## src/rtl/serial_adder_pkg.sv

```systemverilog
// Shared definitions for the bit-serial adder: default width and FSM state encoding.
package serial_adder_pkg;

    localparam int SIZE = 8;

    typedef enum logic {
        S_IDLE = 1'b0,
        S_BUSY = 1'b1
    } state_e;

endpackage : serial_adder_pkg

```

## src/rtl/full_add.sv

```systemverilog
// Combinational 1-bit full adder; port order matches the full_subtract cell.
module full_add (
    output logic sum,
    output logic carryOut,
    input  logic a,
    input  logic b,
    input  logic carryIn
);

    assign sum      = a ^ b ^ carryIn;
    assign carryOut = (a & b) | (carryIn & (a ^ b));

endmodule : full_add

```

## src/rtl/serial_adder.sv

```systemverilog
// Bit-serial WIDTH-bit adder: operands are consumed LSB-first through a single
// full-adder cell, one bit per clock, under a start/busy/done handshake.
module serial_adder
    import serial_adder_pkg::*;
#(
    parameter int WIDTH = SIZE
) (
    input  logic             clk,
    input  logic             rst_n,
    input  logic             start,
    input  logic [WIDTH-1:0] a,
    input  logic [WIDTH-1:0] b,
    input  logic             carryIn,
    output logic             busy,
    output logic             done,
    output logic [WIDTH-1:0] sum,
    output logic             carryOut,
    output logic             overflow
);

    localparam int CNT_W = $clog2(WIDTH);

    state_e             state_r;
    state_e             state_s;
    logic [WIDTH-1:0]   a_sh_r;
    logic [WIDTH-1:0]   b_sh_r;
    // Holds the WIDTH-1 most recent sum bits; the newest bit completes the word.
    logic [WIDTH-2:0]   sum_sh_r;
    logic [WIDTH-1:0]   sum_next_s;
    logic               cy_r;
    logic [CNT_W-1:0]   cnt_r;
    logic               last_s;
    logic               cmsb_in_s;
    logic               fa_sum_s;
    logic               fa_cout_s;
    logic               busy_r;
    logic               done_r;
    logic [WIDTH-1:0]   sum_r;
    logic               carry_out_r;
    logic               overflow_r;

    full_add u_full_add (
        .sum      (fa_sum_s),
        .carryOut (fa_cout_s),
        .a        (a_sh_r[0]),
        .b        (b_sh_r[0]),
        .carryIn  (cy_r)
    );

    assign last_s     = (cnt_r == CNT_W'(WIDTH - 1));
    assign sum_next_s = {fa_sum_s, sum_sh_r};
    // On the final bit the carry feeding the adder is the carry into the MSB.
    assign cmsb_in_s  = cy_r;

    // State register.
    always_ff @(posedge clk or negedge rst_n) begin
        if (!rst_n) begin
            state_r <= S_IDLE;
        end else begin
            state_r <= state_s;
        end
    end

    // Next-state logic.
    always_comb begin
        state_s = state_r;
        case (state_r)
            S_IDLE: begin
                if (start) begin
                    state_s = S_BUSY;
                end else begin
                    state_s = S_IDLE;
                end
            end
            S_BUSY: begin
                if (last_s) begin
                    state_s = S_IDLE;
                end else begin
                    state_s = S_BUSY;
                end
            end
            default: state_s = S_IDLE;
        endcase
    end

    // Datapath: operand capture, serial add, result and handshake registers.
    always_ff @(posedge clk or negedge rst_n) begin
        if (!rst_n) begin
            a_sh_r      <= '0;
            b_sh_r      <= '0;
            sum_sh_r    <= '0;
            cy_r        <= 1'b0;
            cnt_r       <= '0;
            busy_r      <= 1'b0;
            done_r      <= 1'b0;
            sum_r       <= '0;
            carry_out_r <= 1'b0;
            overflow_r  <= 1'b0;
        end else begin
            case (state_r)
                S_IDLE: begin
                    done_r <= 1'b0;
                    if (start) begin
                        a_sh_r   <= a;
                        b_sh_r   <= b;
                        cy_r     <= carryIn;
                        sum_sh_r <= '0;
                        cnt_r    <= '0;
                        busy_r   <= 1'b1;
                    end
                end
                S_BUSY: begin
                    a_sh_r   <= {1'b0, a_sh_r[WIDTH-1:1]};
                    b_sh_r   <= {1'b0, b_sh_r[WIDTH-1:1]};
                    sum_sh_r <= sum_next_s[WIDTH-1:1];
                    cy_r     <= fa_cout_s;
                    cnt_r    <= cnt_r + CNT_W'(1);
                    if (last_s) begin
                        sum_r       <= sum_next_s;
                        carry_out_r <= fa_cout_s;
                        overflow_r  <= cmsb_in_s ^ fa_cout_s;
                        done_r      <= 1'b1;
                        busy_r      <= 1'b0;
                    end
                end
                default: begin
                    busy_r <= 1'b0;
                    done_r <= 1'b0;
                end
            endcase
        end
    end

    assign busy     = busy_r;
    assign done     = done_r;
    assign sum      = sum_r;
    assign carryOut = carry_out_r;
    assign overflow = overflow_r;

endmodule : serial_adder
```

## config.mk

```make
export PLATFORM = sky130hd
export DESIGN_NAME = serial_adder
export DESIGN_NICKNAME = d
export VERILOG_FILES = /design/src/rtl/serial_adder_pkg.sv /design/src/rtl/full_add.sv /design/src/rtl/serial_adder.sv
export SDC_FILE = /design/constraint.sdc
export NUM_CORES = 1
export LEC_CHECK = 0
export CORE_MARGIN = 5
export CORE_UTILIZATION = 31
export DETAILED_ROUTE_END_ITERATION = 8
export GPL_TIMING_DRIVEN = 1
export RECOVER_POWER = 50
export SETUP_SLACK_MARGIN = 0.3
export SLEW_MARGIN = 15
export SYNTH_ARGS = -nofsm -noshare
export SYNTH_HDL_FRONTEND = slang
export SYNTH_SLANG_ARGS = --single-unit
export TNS_END_PERCENT = 100
```

## constraint.sdc

```tcl
create_clock -name clk -period 2.6 [get_ports clk]
set_input_delay 0.26 -clock clk [delete_from_list [all_inputs] [get_ports clk]]
set_output_delay 0.26 -clock clk [all_outputs]
set_load 0.03 [all_outputs]
```

== Yosys cells after proc, flatten, opt, wreduce, memory -nomap -nowiden ==
Cells that the tools add are included.
Operators by class
  add/subtract/negate cells: 1
  equal/unequal tests: 3
  mux-type cells: 18
  bitwise operators: 7
  reductions and logical operators: 2
Operators with widths (count)
  8-bit case mux with 2 select lines: 2
  8-bit two-way mux: 2
  7-bit case mux with 2 select lines: 1
  1-bit case mux with 2 select lines: 4
  7-bit two-way mux: 1
  1-bit two-way mux: 6
  3-bit case mux with 2 select lines: 1
  2-bit AND reduction: 2
  3-bit by 1-bit adder with 3-bit output (second input constant): 1
  3-bit == test (second input constant): 1
  3-bit two-way mux: 1
  1-bit bitwise XOR: 3
  1-bit bitwise AND: 2
  2-bit by 1-bit != test with 1-bit output (second input constant): 1
  2-bit != test (second input constant): 1
  1-bit inverter: 1
  1-bit OR: 1
Storage, ports and cells
  register bits after elaboration: 40
  bits of input ports: 20
  word-level logic and storage cells: 42

== Longest topological paths before layout ==
Gate-level depths: netlist of run 1.
  depth after elaboration: 4
  depth in mapped cells: 5
  depth with buffers taken out: 4

== Modules after synthesis ==
A second synthesis of run 1 with hierarchy kept.
Unflattened totals
  cell total of the unflattened synthesis: 143
  area, all modules: 1815.5 um^2
By module, submodules not included
  serial_adder: instances 1, cells each 142, area an instance 1795.5 um^2
  full_add: instances 1, cells each 1, area an instance 20.0 um^2

== Worst setup path before layout of run 1 ==
No wires, ideal clock.
  path type: register to register
  from: reg cy_r, in the netlist cmsb_in_s
  to: reg overflow_r, in the netlist overflow
  setup time: 125 ps
  data arrival time: 1286 ps
  data required time: 2475 ps
  setup slack: 1189 ps
  cell stages (with the launch flop): 4
  path buffers: 0
  clock period less this slack: 1411 ps
  path through: dfrtp_1 -> fa_1 -> xor2_1 -> mux2_4
Between the ends
  word-level cells in the longest chain between the ends: 3
RTL lines
  start, declared: line serial_adder.sv:30  | logic cy_r;
  start signal, assigned: line serial_adder.sv:106  | cy_r <= carryIn;
  start signal, assigned: line serial_adder.sv:116  | cy_r <= fa_cout_s;
  1-bit bitwise AND: line full_add.sv:11  | assign carryOut = (a & b) | (carryIn & (a ^ b));
  1-bit OR: line full_add.sv:11
  via fa_cout_s: line serial_adder.sv:35  | logic fa_cout_s;
  1-bit bitwise XOR: line serial_adder.sv:121  | overflow_r <= cmsb_in_s ^ fa_cout_s;
  end signal, assigned: line serial_adder.sv:121
  end, declared: line serial_adder.sv:40  | logic overflow_r;
The timed path passes the listed nets, and every way through them passes these cells.
A chain may end at the register's enable or synchronous reset.

== Worst setup path after layout of run 1 ==
  from: reg busy_r, in the netlist busy
  to: out busy
RTL lines
  start, declared: line serial_adder.sv:36  | logic busy_r;
  start signal, assigned: line serial_adder.sv:94  | busy_r <= 1'b0;
  start signal, assigned: line serial_adder.sv:109  | busy_r <= 1'b1;
  start signal, assigned: line serial_adder.sv:123  | busy_r <= 1'b0;
  end, declared: line serial_adder.sv:14  | output logic busy,
No word-level cell between the ends.

==> results.sh, run 1 <==
export IMPL_finalWirelength_mm=3.03
export IMPL_avgViaCountPerCell=4.54
export IMPL_core_area_um2=5610
export IMPL_die_h_um=86.5
export IMPL_rsz0062_at_grt="false"
export IMPL_area_delta_synth_final_pct=22.3
export IMPL_finalHoldViolations=0
export IMPL_io_buffers=31
export IMPL_place_gp_congestion=0.639
export IMPL_final_period_utilization_pct=61.7
export IMPL_yosysWarnings=0
export IMPL_grt_max_degree=41
export IMPL_routedWlPerCell_um=12.2
export IMPL_ys_async_sr_fraction_pct=100
export IMPL_postRouteAntennaNets=0
export IMPL_syn_area_um2=1820
export IMPL_ioPinCount=32
export IMPL_die_width_um=86.5
export IMPL_p_total_uw=2430
export IMPL_syn_inst=143
export IMPL_synth_edff_count=0
export IMPL_slew_headroom_pct=41.6
export IMPL_startpoint_type="register"
export IMPL_yosys_cell_types_count=24
export IMPL_power_per_cell_area_nw_per_um2=1100
export IMPL_synth_largest_area_cell="dfrtp_1"
export IMPL_clkTransAtPathRegs_ns=0.07
export IMPL_critPathMaxFanout=3
export IMPL_crit_family="buffers and inverters"
export IMPL_cts_sink_count=40
export IMPL_postLayoutSetupSlackWorst_ns=0.997
export IMPL_start_util_pct=32.4
export IMPL_drive_gt1_share_pct=13.1
export IMPL_grt_overflow=0
export IMPL_antenna_found_initial=0
export IMPL_cts_setup_buffers=0
export IMPL_htree_levels=2
export IMPL_slew_viol_final=0
export IMPL_die_area_um2=7490
export IMPL_setup_viol=0
export IMPL_placed_cell_area_um2=2130
export IMPL_vdd_drop_max_mv=0.425
export IMPL_post_dp_hpwl_mm=2.08
export IMPL_drt_iter0_drc=43
export IMPL_vias=1126
export IMPL_worstPathArrival_ns=1.34
export IMPL_grt_pass1_vias=1141
export IMPL_place_inst=240
export IMPL_stdcell_area_um2=2220
export IMPL_max_freq_mhz=624
export IMPL_fin_skew_ns=0.00214
export IMPL_synth_flop_cell="dfrtp_1"
export IMPL_clk_path_buf_depth=2
export IMPL_slowest_delay_ns=0.68
export IMPL_ys_seq_area_share_pct=55.1
export IMPL_fin_crit_ns=1.60
export IMPL_leakage_uw=0.00104
export IMPL_clk_insertion_delay_late_ns=0.29
export IMPL_yosysTopAreaCellShare_pct=55.1
export IMPL_drc=0
export IMPL_finalNonFillerCells=248
export IMPL_tightest_slew_ns=0.876
export IMPL_grt_pass1_wl_mm=5.35
export IMPL_nets=199
export IMPL_path_class="register to primary output"
export IMPL_cp_end_kind="primary output"
export IMPL_cts_hold_buf=0
export IMPL_ys_seq_elements=40
export IMPL_avgSynthCellArea_um2=12.7
export IMPL_timing_critical_path_buf_inv=1
export IMPL_min_path_type="primary input to asynchronous set/reset pin"
export IMPL_rows=27
export IMPL_fin_tns_setup_ns=0
export IMPL_crit_slowest_cell="clkdlybuf4s50_1"
export IMPL_cap_violations=0
export IMPL_post_cts_resized=0
export IMPL_status="completed"
export IMPL_diodes=0
export IMPL_critPathRequiredTime_ns=2.34
export IMPL_synth_area_leaders="dfrtp_1 55%, mux2i_1 9.9%, mux2_4 8.3%, o21ai_1 4.4%, nand2_1 4.3%"
export IMPL_preCtsSetupSlack_ns=1.06
export IMPL_root_buffer="clkbuf_8"
export IMPL_cts_buffers=5
export IMPL_grt_util_all_layers_pct=9.13
export IMPL_first_pass_iters=4
export IMPL_cts_tree="built"
export IMPL_crit_chain="clkdlybuf4s50_1"
export IMPL_syn_nets=167
[through the flow]
stage / hold slack, ns / util (%)
floorplan: -0.0356 / -
global placement: 0.433 / 38.0
detailed placement: 0.446 / 38.0
CTS: 0.127 / 39.6
global route: 0.167 / 39.6
finish: 0.0841 / 39.6
[synthesized netlist by cell type, types with 3 or more instances]
master,instances
nand2_1,21
buf_6,5
nor2_1,3
o21ai_1,16
mux2_4,10
nand2b_1,7
a22o_1,3
ha_1,3
mux2i_1,18
o21ai_0,4
dfrtp_1,40
[layout by cell type, fill, tap and decap left out]
cell type,Yosys,routed
o21ai_2,1,1
clkbuf_8,0,6
o21ai_1,16,12
clkdlybuf4s50_1,0,29
a21oi_1,1,1
buf_2,0,1
dfrtp_1,40,40
a22o_1,3,3
o21a_1,1,1
inv_1,1,1
clkbuf_1,0,2
fa_1,1,1
o21ai_0,4,8
mux2_4,10,10
dlygate4sd3_1,0,1
o22ai_1,1,1
buf_4,1,3
nand2_1,21,21
nor2_4,1,1
ha_1,3,3
nand2b_1,7,7
mux2i_1,18,18
xor2_1,1,1
nand2_4,1,1
nor2_1,3,3
[cells by family (layout without fill, tap and decap cells)]
group / after synthesis / count (layout) / synth area share [%]
DFF: 40 / 40 / 55.1
buffers and inverters: 10 / 43 / 5.93
xor gates and xnor gates: 1 / 1 / 0.483
adders and majority gates: 4 / 4 / 3.17
muxes: 28 / 28 / 18.2
and+or+nand+nor: 33 / 33 / 8.61
AOI/OAI and AO/OA: 27 / 27 / 8.48
[sequential cells by signal (all words and copies together), names as in the netlist, 3 cells and up]
signal / count
cnt_r: 3
sum: 8
a_sh_r: 8
sum_sh_r: 7
b_sh_r: 8
[metal layers]
layer  vias to the layer above  wire, µm  GRT usage, %
li1                        554         -             -
met1                       542      1430          11.5
met2                        24      1360          14.1
met3                         6       164          3.04
met4                         0        68          4.25
met5                         -         0             0
[area by class of cell]
| type | count | area, µm² |
|---|---|---|
| Fill cell | 560 | 3390 |
| Tap cell | 72 | 90.1 |
| Clock buffer | 8 | 90.1 |
| Timing Repair Buffer | 34 | 328 |
| Inverter | 1 | 3.75 |
| Multi-Input combinational cell | 93 | 707 |
| Sequential cell | 40 | 1000 |
[final timing paths]
check | from | endpoint | slack, ns | cells past startpoint
max in group asynchronous | rst_n | b_sh_r[1] | 1.97 | 1
worst max register to register | cmsb_in_s | overflow | 1.13 | 3
worst min-delay path | rst_n | sum[1] | 0.08 | 1
min in group clk | done | done | 0.48 | 1
worst max-delay path | busy | busy | 1.0 | 1
worst min register to register | done | done | 0.48 | 1
[worst reg2reg max path: stages, from the launching register on]
cell and delay, ns:
dfrtp_1 0.42, fa_1 0.49, xor2_1 0.18, mux2_4 0.26
[report_power, final]
group / switching (µW) / leakage [µW] / internal (µW)
Combinational: 490 / 0.000478 / 496
Sequential: 151 / 0.000518 / 873
Clock: 205 / 0.0000455 / 216
Total: 846 / 0.00104 / 1590
Power figures use the tool's default switching activity.
==> run 2: changes to the inputs <==
==> constraint.sdc (replaced) <==
create_clock -name clk -period 1.6 [get_ports clk]
set_input_delay 0.16 -clock clk [delete_from_list [all_inputs] [get_ports clk]]
set_output_delay 0.16 -clock clk [all_outputs]
set_load 0.03 [all_outputs]
==> run 2 against run 1 <==
- total power up 67%
- global-route usage increased by 0.85 points
- hold slack better by 0.24 ns
- sequential share of layout area is 1.9 points lower
- via count grew 2.3%
- clock skew rose by 0.0011 ns
- sequential cell count unchanged
- combinational power increased by 69%
- sequential power rose by 69%
- worst setup slack worse by 0.72 ns
- register-to-register slack got worse by 0.85 ns
==> results.sh, run 2 (synthesis results as in run 1) <==
export IMPL_status="completed"
export IMPL_routedWlPerCell_um=12.6
export IMPL_cp_end_kind="register"
export IMPL_nets=208
export IMPL_first_pass_iters=4
export IMPL_slew_headroom_pct=65.2
export IMPL_finalWirelength_mm=3.24
export IMPL_rsz0062_at_grt="true"
export IMPL_drt_iter0_drc=46
export IMPL_cap_violations=0
export IMPL_fin_crit_ns=1.32
export IMPL_fin_tns_setup_ns=0
export IMPL_postRouteAntennaNets=0
export IMPL_grt_overflow=0
export IMPL_worstPathArrival_ns=1.50
export IMPL_postLayoutSetupSlackWorst_ns=0.277
export IMPL_clkTransAtPathRegs_ns=0.07
export IMPL_area_delta_synth_final_pct=27.8
export IMPL_clk_insertion_delay_late_ns=0.29
export IMPL_io_buffers=31
export IMPL_critPathRequiredTime_ns=1.78
export IMPL_ff_latch_area_um2=1000
export IMPL_antenna_found_initial=0
export IMPL_grt_max_degree=27
export IMPL_grt_pass1_wl_mm=5.80
export IMPL_slew_viol_final=0
export IMPL_post_dp_hpwl_mm=2.31
export IMPL_finalHoldViolations=0
export IMPL_leakage_uw=0.00112
export IMPL_clk_path_buf_depth=2
export IMPL_critPathMaxFanout=2
export IMPL_place_gp_congestion=0.678
export IMPL_die_area_um2=7490
export IMPL_diodes=0
export IMPL_final_period_utilization_pct=82.7
export IMPL_max_freq_mhz=756
export IMPL_vias=1152
export IMPL_layout_commonest_cell="dfrtp_1"
export IMPL_root_buffer="clkbuf_8"
export IMPL_cts_tree="built"
export IMPL_startpoint_type="register"
export IMPL_fin_skew_ns=0.00321
export IMPL_n_fill_cell=552
export IMPL_drive_gt1_share_pct=17.8
export IMPL_tightest_slew_ns=0.522
export IMPL_min_path_type="primary input to asynchronous set/reset pin"
export IMPL_r2r_start="a_sh_r[0]"
export IMPL_cts_buffers=5
export IMPL_multi_input_area_um2=753
export IMPL_core_area_um2=5610
export IMPL_setup_viol=0
export IMPL_mostFrequentLayoutCells="40 x dfrtp_1, 21 x nand2_1, 18 x mux2i_1, 18 x clkdlybuf4s50_1, 13 x o21ai_1"
export IMPL_ioPinCount=32
export IMPL_start_util_pct=32.4
export IMPL_grt_pass1_vias=1179
export IMPL_drc=0
export IMPL_die_width_um=86.5
export IMPL_path_class="register to register"
export IMPL_rows=27
export IMPL_grt_util_all_layers_pct=9.97
export IMPL_die_h_um=86.5
export IMPL_power_per_cell_area_nw_per_um2=1750
export IMPL_vdd_drop_max_mv=0.703
export IMPL_cts_sink_count=40
export IMPL_htree_levels=2
export IMPL_avgViaCountPerCell=4.48
export IMPL_preCtsSetupSlack_ns=0.257
export IMPL_critPathLaunch="a_sh_r[0]"
[run 2: cell types whose count changed in the layout (fill, tap and decap cells not counted), moves of 2 or more]
cell,delta
nand2_8,+2
buf_4,+4
ha_1,-2
clkdlybuf4s50_1,-11
dlygate4sd2_1,+12
[run 2: worst paths after layout]
path                              to  slack [ns]  depth (start not counted)
max                         overflow        0.28                          3
min in group clk                done        0.48                          1
max in group asynchronous  a_sh_r[1]        0.54                          3
min reg2reg                     done        0.48                          1
min                           sum[2]        0.32                          2
max reg2reg                 overflow        0.28                          3
[run 2: final cells by class]
type	instances	share of cell area, %
multi-input combinational	94	32.5
tap	72	3.88
inverter	1	0.162
sequential	40	43.2
clock buffer	8	3.88
timing repair buffer	42	16.5
[run 2: routing by layer]
metal	global-route usage, %	wire, µm
met5	0	0
met4	5.10	61
met3	2.95	197
met2	14.8	1520
met1	13.1	1460
[run 2: what timing repair did]
| item | CTS | global route |
|---|---|---|
| resized for setup | 12 | 1 |
| hold buffers | 1 | 0 |
| gates cloned | 1 | 0 |
| pin swaps | 1 | 1 |
| buffers inserted | 4 | 0 |
| endpoints found under the hold margin | 16 | 0 |
| setup endpoints to repair | 22 | 10 |
[run 2: metrics by stage]
stage	power, µW	hold WS [ns]	std cells	util, %	cell area [µm²]
2_1_floorplan	2970	-0.136	143	-	1840
3_3_place_gp	3390	0.115	243	39.1	2190
3_5_place_dp	3440	0.113	243	39.1	2190
4_1_cts	4120	0.337	257	41.3	2320
5_1_grt	4380	0.367	257	41.4	2320
6_report	4070	0.321	257	41.4	2320
[run 2: critical path, cell delays in order (launching register included)]
cell and delay (ns):
dfrtp_1 0.40, fa_2 0.41, xor2_1 0.15, mux2_4 0.26
[run 2: power breakdown]
part	switching (µW)	total, µW	leakage [µW]	internal, µW
Sequential	299	1720	0.000518	1420
Combinational	831	1670	0.000554	834
Clock	331	683	0.0000455	352
